===== src/rtl/reset_gen_pkg.sv =====
// Shared types and helpers for the reset pulse generator.
package reset_gen_pkg;

    localparam int CNTW_DEF = 8;

    typedef enum logic [1:0] {
        ST_POR,
        ST_HOLD,
        ST_GAP,
        ST_IDLE
    } state_t;

    // Requested assertion width: an explicit non-zero HOLD_CYCLES wins, zero falls back to RSTHOLD.
    function automatic logic [31:0] sel_hold_len(input logic [31:0] hold_cycles,
                                                 input logic [31:0] rsthold);
        return (hold_cycles != 32'd0) ? hold_cycles : rsthold;
    endfunction

endpackage


===== src/rtl/reset_hold_counter.sv =====
// Loadable down-counter with zero flag; clears asynchronously to INIT.
module reset_hold_counter #(
    parameter int              CNTW = 8,
    parameter logic [CNTW-1:0] INIT = '0
) (
    input  logic            CLK,
    input  logic            RST_N,
    input  logic            load,
    input  logic            dec,
    input  logic [CNTW-1:0] load_val,
    output logic            zero
);

    logic [CNTW-1:0] count;

    always_ff @(posedge CLK or negedge RST_N) begin
        if (!RST_N) begin
            count <= INIT;
        end else if (load) begin
            count <= load_val;
        end else if (dec && (count != '0)) begin
            count <= count - CNTW'(1);
        end
    end

    assign zero = (count == '0);

endmodule


===== src/rtl/reset_pulse_gen.sv =====
// Source-side reset generator: async assert, sync release, programmable width.
// Optional RESET_PULSE_GEN_EXTEND_EN: requests during HOLD reload and stretch the pulse.
module reset_pulse_gen
    import reset_gen_pkg::*;
#(
    parameter int RSTHOLD = 4,
    parameter int CNTW    = CNTW_DEF,
    parameter int GAP     = 2
) (
    input  logic            CLK,
    input  logic            RST_N,
    input  logic            ASSERT_REQ,
    input  logic [CNTW-1:0] HOLD_CYCLES,
    output logic            REQ_RDY,
    output logic            OUT_RST_N,
    output logic            ASSERTED,
    output logic            DONE
);

    localparam logic [CNTW-1:0] RSTHOLD_INIT = CNTW'(RSTHOLD);
    localparam logic [CNTW-1:0] RSTHOLD_M1   = CNTW'(RSTHOLD - 1);
    localparam logic [CNTW-1:0] GAP_M1       = (GAP > 0) ? CNTW'(GAP - 1) : '0;
`ifdef RESET_PULSE_GEN_EXTEND_EN
    localparam bit EXTEND_EN = 1'b1;
`else
    localparam bit EXTEND_EN = 1'b0;
`endif

    state_t          state_q, state_d;
    logic            out_rst_n_q, out_rst_n_d;
    logic            asserted_q, asserted_d;
    logic            done_q, done_d;
    logic            req_rdy;
    logic            hold_load, hold_dec, hold_zero;
    logic            gap_load, gap_dec, gap_zero;
    logic [CNTW-1:0] hold_load_val;
    logic [CNTW-1:0] req_len_m1;

    assign req_len_m1 = CNTW'(sel_hold_len(32'(HOLD_CYCLES), 32'(RSTHOLD)) - 32'd1);

    always_ff @(posedge CLK or negedge RST_N) begin
        if (!RST_N) begin
            state_q     <= ST_POR;
            out_rst_n_q <= 1'b0;
            asserted_q  <= 1'b1;
            done_q      <= 1'b0;
        end else begin
            state_q     <= state_d;
            out_rst_n_q <= out_rst_n_d;
            asserted_q  <= asserted_d;
            done_q      <= done_d;
        end
    end

    always_comb begin
        state_d       = state_q;
        out_rst_n_d   = out_rst_n_q;
        asserted_d    = asserted_q;
        done_d        = 1'b0;
        req_rdy       = 1'b0;
        hold_load     = 1'b0;
        hold_dec      = 1'b0;
        hold_load_val = req_len_m1;
        gap_load      = 1'b0;
        gap_dec       = 1'b0;
        case (state_q)
            ST_POR: begin
                state_d       = ST_HOLD;
                hold_load     = 1'b1;
                hold_load_val = RSTHOLD_M1;
                out_rst_n_d   = 1'b0;
                asserted_d    = 1'b1;
            end
            ST_HOLD: begin
                req_rdy = EXTEND_EN;
                if (EXTEND_EN && ASSERT_REQ) begin
                    hold_load = 1'b1;
                end else if (hold_zero) begin
                    // Release edge: the only place OUT_RST_N goes high, always on CLK.
                    out_rst_n_d = 1'b1;
                    asserted_d  = 1'b0;
                    done_d      = 1'b1;
                    if (GAP == 0) begin
                        state_d = ST_IDLE;
                    end else begin
                        state_d  = ST_GAP;
                        gap_load = 1'b1;
                    end
                end else begin
                    hold_dec = 1'b1;
                end
            end
            ST_GAP: begin
                if (gap_zero) begin
                    state_d = ST_IDLE;
                end else begin
                    gap_dec = 1'b1;
                end
            end
            ST_IDLE: begin
                req_rdy = 1'b1;
                if (ASSERT_REQ) begin
                    state_d     = ST_HOLD;
                    hold_load   = 1'b1;
                    out_rst_n_d = 1'b0;
                    asserted_d  = 1'b1;
                end
            end
            default: begin
                state_d = ST_POR;
            end
        endcase
    end

    reset_hold_counter #(.CNTW(CNTW), .INIT(RSTHOLD_INIT)) u_hold_cnt (
        .CLK      (CLK),
        .RST_N    (RST_N),
        .load     (hold_load),
        .dec      (hold_dec),
        .load_val (hold_load_val),
        .zero     (hold_zero)
    );

    reset_hold_counter #(.CNTW(CNTW), .INIT('0)) u_gap_cnt (
        .CLK      (CLK),
        .RST_N    (RST_N),
        .load     (gap_load),
        .dec      (gap_dec),
        .load_val (GAP_M1),
        .zero     (gap_zero)
    );

    assign REQ_RDY   = req_rdy;
    assign OUT_RST_N = out_rst_n_q;
    assign ASSERTED  = asserted_q;
    assign DONE      = done_q;

endmodule


===== config.mk =====
export PLATFORM = sky130hd
export DESIGN_NAME = reset_pulse_gen
export DESIGN_NICKNAME = d
export VERILOG_FILES = /design/src/rtl/reset_gen_pkg.sv /design/src/rtl/reset_hold_counter.sv /design/src/rtl/reset_pulse_gen.sv
export SDC_FILE = /design/constraint.sdc
export NUM_CORES = 1
export LEC_CHECK = 0
export CAP_MARGIN = 20
export CORE_UTILIZATION = 50
export DETAILED_ROUTE_END_ITERATION = 10
export PLACE_DENSITY = 0.74
export SLEW_MARGIN = 5
export SYNTH_ARGS = -nofsm -noshare
export SYNTH_HDL_FRONTEND = slang
export SYNTH_HIERARCHICAL = 1
export SYNTH_SLANG_ARGS = --single-unit

===== constraint.sdc =====
create_clock -name CLK -period 2.55 [get_ports CLK]
set_clock_uncertainty 0.05 [all_clocks]
set_input_delay 0.6375 -clock CLK [delete_from_list [all_inputs] [get_ports CLK]]
set_output_delay 0.6375 -clock CLK [all_outputs]
set_load 0.01 [all_outputs]

* Yosys cells after proc, flatten, opt, wreduce, memory -nomap -nowiden
Index checks and enable logic that the tools add are counted.
** Word-level totals
- Register bits after elaboration :: 21
- Latch bits :: 0
- Memory bits (writable) :: 0
- ROM bits :: 0
- Output and inout bits :: 4
- Word-level logic and storage cells :: 53
- Memories :: 0
** Operators by class
- Add/subtract/negate cells :: 3
- Multipliers :: 0
- Divide/modulo/power cells :: 0
- $lt $le $gt $ge :: 0
- Equality and inequality tests :: 6
- Shift operators :: 0
- Mux-type cells :: 25
- Bitwise logic cells :: 0
- Reductions and logical operators :: 13
** Operators with widths (number)
- 8-bit 2-to-1 mux :: 6
- 8-bit nonzero test :: 3
- 8-bit by 1-bit subtractor with 8-bit output, second input constant :: 3
- 8-bit zero test :: 2
- 1-bit 2-to-1 mux :: 12
- 2-bit case mux with 4 select lines :: 1
- 2-bit 2-to-1 mux :: 3
- 2-bit inequality test, second input constant :: 3
- 1-bit case mux with 3 select lines :: 2
- 3-bit AND reduction :: 2
- 2-bit equality test, second input constant :: 2
- 2-bit nonzero test :: 2
- 3-bit nonzero test :: 1
- 2-bit by 1-bit equality test with 1-bit output, second input constant :: 1
- 1-bit logical AND :: 2
- 2-bit zero test :: 1
- 1-bit case mux with 2 select lines :: 1

* Logic depth before layout (Yosys ltp)
Gate-level depths: netlist (run 1).
- Depth in word-level cells :: 6
- Gate-level depth with buffers :: 10

* Cells and area by module
The synthesis (run 1) kept the hierarchy.
** By module, submodules not included
- reset_hold_counter at u_gap_cnt :: times used 1, cells each 68, area each 575.6 µm²
- reset_pulse_gen :: times used 1, cells each 66, area each 539.3 µm²
- reset_hold_counter at u_hold_cnt :: times used 1, cells each 58, area each 529.3 µm²

* Least setup slack after synthesis (run 1)
OpenSTA, ideal clock, no wires.
- Path type :: reg2reg
- Start :: reg u_gap_cnt.count[0]
- End :: reg u_gap_cnt.count[3]
- Setup time :: 133 ps
- Data arrival time :: 2221 ps
- Required time :: 2367 ps
- Setup slack :: 146 ps
- Cell stages (with the launch flop) :: 11
- Clock period less this slack :: 2404 ps
- Cells stage by stage :: dfrtp_1 > inv_1 > ha_1 > or3b_2 > clkbuf_1 > nor2_1 > nor2b_1 > buf_2 > or4b_2 > a22oi_1 > o41ai_1
** On the way
- Longest elaborated chain between the ends :: 5
- Elaborated cells between the ends (all ways) :: 9
** RTL lines
- from (decl) :: RTL line reset_hold_counter.sv:14 : logic [CNTW-1:0] count;
- from (signal assigned) :: RTL line reset_hold_counter.sv:20 : count <= load_val;
- from (signal assigned) :: RTL line reset_hold_counter.sv:22 : count <= count - CNTW'(1);
- 8-bit zero test :: RTL line reset_hold_counter.sv:26 : assign zero = (count == '0);
- named net gap_zero :: RTL line reset_pulse_gen.sv:35 : logic gap_load, gap_dec, gap_zero;
- 1-bit 2-to-1 mux :: RTL line reset_pulse_gen.sv:94 : if (gap_zero) begin
- 1-bit 2-to-1 mux :: RTL line reset_pulse_gen.sv:66 : case (state_q)
- named net gap_dec :: RTL line reset_pulse_gen.sv:35
- 1-bit logical AND :: RTL line reset_hold_counter.sv:21 : end else if (dec && (count != '0)) begin
- 2-bit nonzero test (no source line)
The timed path passes the listed nets, and every way through them passes these cells. The select of a mux whose other input is x is not followed.
A chain may end at the register's enable or synchronous reset.

* Worst setup path after layout (run 1)
- Start :: reg u_hold_cnt.count[0]
- End :: reg u_gap_cnt.count[5]
** On the way
- Longest elaborated chain between the ends :: 4
- Elaborated cells between the ends (all ways) :: 5
** RTL lines
- from (decl) :: RTL line reset_hold_counter.sv:14
- from (signal assigned) :: RTL line reset_hold_counter.sv:20
- from (signal assigned) :: RTL line reset_hold_counter.sv:22
- 8-bit zero test * :: RTL line reset_hold_counter.sv:26
- named net hold_zero :: RTL line reset_pulse_gen.sv:34 : logic hold_load, hold_dec, hold_zero;
- 1-bit 2-to-1 mux * :: RTL line reset_pulse_gen.sv:78 : end else if (hold_zero) begin
- 1-bit 2-to-1 mux *
- named net done_d :: RTL line reset_pulse_gen.sv:32 : logic done_q, done_d;
- 8-bit 2-to-1 mux / 2-bit nonzero test (equally long branches)
The timed path passes the listed nets; every way through them passes the cells marked *.

==> results of run 1 <==
==> state kept, by name, indices dropped and copies added, names as in the netlist <==
name,cells
ASSERTED,1
DONE,1
OUT_RST_N,1
state_q,2
u_gap_cnt/count,8
u_hold_cnt/count,8
==> how the worst max path moves through the flow <==
stage / startpoint / slack, ps / end
floorplan: u_gap_cnt/count[0] / 150 / u_gap_cnt/count[3]
global placement: HOLD_CYCLES[1] / -60 / u_hold_cnt/count[7]
detailed placement: HOLD_CYCLES[0] / -120 / u_hold_cnt/count[6]
CTS: u_hold_cnt/count[0] / 30 / u_gap_cnt/count[5]
global route: u_hold_cnt/count[0] / -10 / u_hold_cnt/count[7]
finish: u_hold_cnt/count[0] / 80 / u_gap_cnt/count[5]
==> routing by layer <==
layer	track usage, %	vias to the layer above
met5	0	-
met4	6.46	0
met3	2.62	2
met2	47.2	36
met1	29.1	782
li1	-	778
==> final cells by class <==
class                           instances  area (sq um)  share of cell area, %
Clock buffer                            3          22.5                   1.11
Clock inverter                          1          5.00                  0.247
Inverter                               15          56.3                   2.78
Multi-Input combinational cell        154          1060                   52.1
Sequential cell                        21           528                   26.1
Tap cell                               44          55.1                   2.72
Timing Repair Buffer                   34           303                   14.9
==> power by group through the flow <==
stage                     Combinational (mW)  Sequential [mW]  Clock [mW]
final                                 0.0657            0.333       0.172
after detailed placement              0.0654            0.339           0
after floorplan                       0.0185            0.339           0
after global placement                0.0630            0.339           0
after CTS                             0.0660            0.333       0.179
after global routing                  0.0721            0.333       0.190
==> cells by family after synthesis <==
| family | after synthesis | synth area share (%) |
|---|---|---|
| flip-flops | 21 | 32.1 |
| AO/OA/AOI/OAI | 51 | 20.7 |
| AND/OR/NAND/NOR | 82 | 31.7 |
| adder cells (fa/ha/maj) | 10 | 7.61 |
| multiplexers | 3 | 1.98 |
| buffers and inverters | 23 | 5.48 |
| other | 2 | 0.457 |
==> synthesized netlist by cell type (all sizes together), types with 4 or more instances <==
cell type   n
nor2b      11
inv        14
ha         10
nand3       5
nor3        5
clkbuf      6
or4         8
nor3b       6
nor2       13
o211ai      5
or3b        4
nand2       9
a21oi      15
dfrtp      19
nor4        5
o21ai      10
==> critical path, stage by stage (launching register included) <==
cell and delay [ps]:
dfrtp_1 430, inv_1 110, ha_1 200, or3b_2 510
nor2_2 230, and2_1 210, buf_12 170, and4b_1 200
nor4_1 260
==> stage by stage <==
| step | instance area [sq um] | hold WS (ps) | TNS [ps] | cells |
|---|---|---|---|---|
| floorplan | 1670 | 292 | 0 | 198 |
| global placement | 1990 | 462 | -112 | 268 |
| detailed placement | 1990 | 468 | -280 | 268 |
| CTS | 2020 | 486 | 0 | 272 |
| global route | 2030 | 514 | -27.7 | 272 |
| finish | 2030 | 484 | 0 | 272 |
==> impl_metrics.tcl, run 1 <==
set metrics [dict create \
    status "finished, final reports clean" \
    syn-cell-area_sq_um 1640 \
    hpwl_microns 3080 \
    ys.flop_type "dfrtp_1" \
    ant_nets 0 \
    fmax_mhz 406 \
    post-route-period-util_pct 96.7 \
    ys_warn_count 6 \
    grt_pass1_wl_microns 6620 \
    layout-drive-gt1-share_pct 16.7 \
    grt_start_max_net_pins 28 \
    yosysSeqAreaShare_pct 32.1 \
    portBuffers 14 \
    fin_ws_ps 84.6 \
    min_path_type "reg -> reg" \
    final_core_util_pct 65.8 \
    worstPathRequired_ps 2720 \
    place_ws_ps -119 \
    root_buffer "clkbuf_4" \
    layout_common_cells "dfrtp_1 (19), buf_4 (19), a21oi_1 (15)" \
    vias_per_cell 5.88 \
    cp-start-kind "register" \
    drt-met1-wl_microns 1680 \
    hold_end "u_gap_cnt/count[4]" \
    top_layer_used "met4" \
    path_max_fanout 27 \
    io_pins 15 \
    r2r-end "u_gap_cnt/count[5]" \
    wirelength_microns 3950 \
    clock_latency_ps 310 \
    post-cts-setup-buffers 0 \
    syn_to_final_growth_pct 23.2 \
    fin_crit_ps 2470 \
    die_w_microns 59.3 \
    end_kind "register" \
    r2r_slack_ps 80 \
    hold_violations 0 \
    tightest_slew_ps 667 \
    setup-violations-final 0 \
    n_antenna_cell 0 \
    maxCapViolations 0 \
    dieArea_sq_um 3520 \
    post_cts_resized 0 \
    slew_headroom_pct 55.1 \
    holdCritStartpoint "u_gap_cnt/count[4]" \
    async_reset_ff_share_pct 100 \
    grt.total_usage_pct 24.8 \
    core_sq_um 3080 \
    overflow 0 \
    num_rows 20 \
    powerDensity_nw_per_um2 282 \
    p_comb_share_pct 11.5 \
    wl_met3_microns 156 \
    globalplace.congestion 0.878 \
    synth.ff_latch_count 21 \
    synth_edf_count 0 \
    arrival_ps 2630 \
    layout.nets 250 \
    cts.htree.levels 1 \
    power.leakage_nw 0.834 \
    cts_tree "done" \
    r2r_cells 8 \
    clock_path_buffers 2 \
    hold_depth 1 \
    switching_share_pct 25.6 \
    crit_type "reg -> reg" \
    fin_total_pwr_mw 0.571 \
    drt_pass1_iterations 4 \
    grt_pass1_vias 1562 \
    seqPwrFrac_pct 58.4 \
    switchingPower_mw 0.146 \
    antenna_found_initial 0 \
    synth_area_leaders "dfrtp_1 (29%), ha_1 (7.6%), a21oi_1 (4.6%)" \
    drc 0 \
    yosys.area.top_type "dfrtp_1" \
    wl_per_cell_microns 14.5 \
    r2r-start "u_hold_cnt/count[0]" \
    syn_area_per_cell_sq_um 8.56 \
    wl_met2_microns 2090 \
    num_vias 1598 \
    holdBufCountCts 0 \
    initial_core_util_pct 53.4 \
    dieHeight_microns 59.3 \
    clk_pin_slew_ps 130 \
    cts_buffers 3 \
    slew_viol_final 0 \
    peakVddDrop_mv 0.166 \
    initialDrtViolationCount 90 \
    pwr-share-clk_pct 30.1 \
    synth.top_cell.area_share_pct 28.9 \
    intPower_mw 0.425 \
    cts.sinks 21 \
    synth_cell_types 53 \
    synthesis.instances 192 \
    num-fill-cells 271 \
]
No activity file was read; power rests on OpenSTA's default activity.
==> inputs of run 2 (changes only) <==
==> constraint.sdc (replaced) <==
create_clock -name CLK -period 2.55 [get_ports CLK]
set_clock_uncertainty 0.05 [all_clocks]
set_input_delay 0.51 -clock CLK [delete_from_list [all_inputs] [get_ports CLK]]
set_output_delay 0.51 -clock CLK [all_outputs]
set_load 0.01 [all_outputs]
==> run 2 against run 1 <==
Final area did not move. Register-to-register slack better by 40 ps. Cell count fell by 0.37%. Routed wire length is 3.6% higher. Total power is 0.57% lower. Critical path depth down 1. Sequential cell count is the same. Sequential share of layout area unchanged. Clock power about the same. Largest cell class unchanged.
==> impl_metrics.tcl, run 2 (synthesis results as in run 1) <==
set metrics [dict create \
    drc 0 \
    r2r_cells 7 \
    peakVddDrop_mv 0.171 \
    multi_input_area_sq_um 1080 \
    r2r-start "u_gap_cnt/count[0]" \
    dieHeight_microns 59.3 \
    rsz0062_at_grt "false" \
    maxCapViolations 0 \
    grt_use_met1_pct 31.9 \
    top_usage_layer "met2" \
    hold_violations 0 \
    clock_latency_ps 310 \
    globalRouteMet3Util_pct 2.62 \
    num_rows 20 \
    path_max_fanout 5 \
    hpwl_microns 3140 \
    r2r_slack_ps 130 \
    dieArea_sq_um 3520 \
    cp_slowest_stage_delay_ps 460 \
    critPathTopFamily "simple AND/OR/NAND/NOR gates" \
    grt_util_met2_pct 45.4 \
    grt_pass1_vias 1511 \
    fmax_mhz 413 \
    post-cts-setup-buffers 0 \
    power.leakage_nw 0.831 \
    fin_crit_ps 2420 \
    layout.nets 249 \
    critical_path.slowest_cell "or3b_2" \
    syn_to_final_growth_pct 23.2 \
    drt_pass1_iterations 5 \
    cp-start-kind "register" \
    portBuffers 14 \
    wl_per_cell_microns 15.1 \
    cts.sinks 21 \
    grt.total_usage_pct 25.1 \
    layout-drive-gt1-share_pct 17.6 \
    cts_buffers 3 \
    whs_ps 485 \
    wirelength_microns 4090 \
    cts.htree.levels 1 \
    place_ws_ps -23.6 \
    antenna_found_initial 0 \
    cts_tree "done" \
    ant_nets 0 \
    n_antenna_cell 0 \
    end_kind "register" \
    overflow 0 \
    min_path_type "in -> async" \
    status "finished, final reports clean" \
    critPathBufInv 1 \
    arrival_ps 2580 \
    initialDrtViolationCount 150 \
    dp_cells 267 \
    layout_common_cells "dfrtp_1 (19), buf_4 (19), a21oi_1 (15)" \
    fin_cells 271 \
    worstPathRequired_ps 2710 \
    num_vias 1614 \
    setup-violations-final 0 \
    vias_per_cell 5.96 \
    globalplace.congestion 0.804 \
    core_sq_um 3080 \
    die_w_microns 59.3 \
    powerDensity_nw_per_um2 280 \
    regArea_sq_um 528 \
    crit_type "reg -> reg" \
    root_buffer "clkbuf_4" \
    clk_pin_slew_ps 130 \
    slew_headroom_pct 53.8 \
    slew_viol_final 0 \
    num-fill-cells 263 \
    initial_core_util_pct 53.4 \
    grt_pass1_wl_microns 6730 \
    post-route-period-util_pct 94.9 \
    top_regs "u_gap_cnt/count x8, u_hold_cnt/count x8, state_q x2" \
    r2r-end "state_q[1]" \
    path_cells "inv_1, ha_1, or3b_2, nor2_1, nor2b_2, or3_1, mux2_2" \
    grt_start_max_net_pins 22 \
    fin_ws_ps 129 \
    io_pins 15 \
    clock_path_buffers 2 \
    tightest_slew_ps 691 \
    fin_total_pwr_mw 0.568 \
]
run 2: changes by cell type in the layout (fill, tap and decap cells not counted):
cell / before / now
nor2_4: 0 / 1
nor4_1: 4 / 3
or3b_4: 0 / 1
nor4b_2: 0 / 1
nor4b_1: 1 / 0
buf_12: 1 / 0
nor4_2: 0 / 1
o21ai_0: 9 / 10
or3b_1: 1 / 0
nor2_2: 1 / 0
o21ai_1: 1 / 0
run 2: cell type report:
class	count	area share (%)
Clock inverter	1	0.247
Timing Repair Buffer	33	14.0
Tap cell	44	2.72
Sequential cell	21	26.1
Multi-Input combinational cell	154	53.1
Inverter	15	2.78
Clock buffer	3	1.11
run 2: worst max-delay path by stage:
| stage | from | cells after the start | slack, ps | endpoint |
|---|---|---|---|---|
| floorplan | u_gap_cnt/count[0] | 10 | 150 | u_gap_cnt/count[3] |
| global placement | HOLD_CYCLES[0] | 5 | 30 | u_hold_cnt/count[7] |
| detailed placement | HOLD_CYCLES[0] | 5 | -20 | u_hold_cnt/count[7] |
| CTS | u_hold_cnt/count[0] | 8 | 60 | u_hold_cnt/count[7] |
| global route | u_hold_cnt/count[0] | 8 | 9 | u_hold_cnt/count[3] |
| finish | u_gap_cnt/count[0] | 7 | 130 | state_q[1] |
run 2: where the power goes:
part           leakage, nW  internal, mW  switching, mW
clock network       0.0177        0.0586          0.113
registers            0.219         0.333              0
logic                0.594        0.0317         0.0308
run 2: layer usage:
layer  part of all wire [%]  vias to the layer above  wire length [microns]
li1                       -                      781                      -
met1                     42                      777                   1740
met2                     51                       54                   2080
met3                    6.4                        2                    261
met4                   0.46                        0                     19
met5                      0                        -                      0
run 2: repair_timing:
| item | in CTS | in global routing |
|---|---|---|
| cloned | 0 | 0 |
| resized for setup | 1 | 6 |
| hold buffers | 0 | 0 |
| endpoints found under the setup margin | 1 | 7 |
run 2: through the flow:
step | TNS, ps | cell area (sq um) | utilization [%]
floorplan | 0 | 1670 | -
global placement | 0 | 1970 | 64.0
detailed placement | -23.6 | 1970 | 64.0
CTS | 0 | 2000 | 65.0
global route | 0 | 2030 | 65.8
finish | 0 | 2030 | 65.8
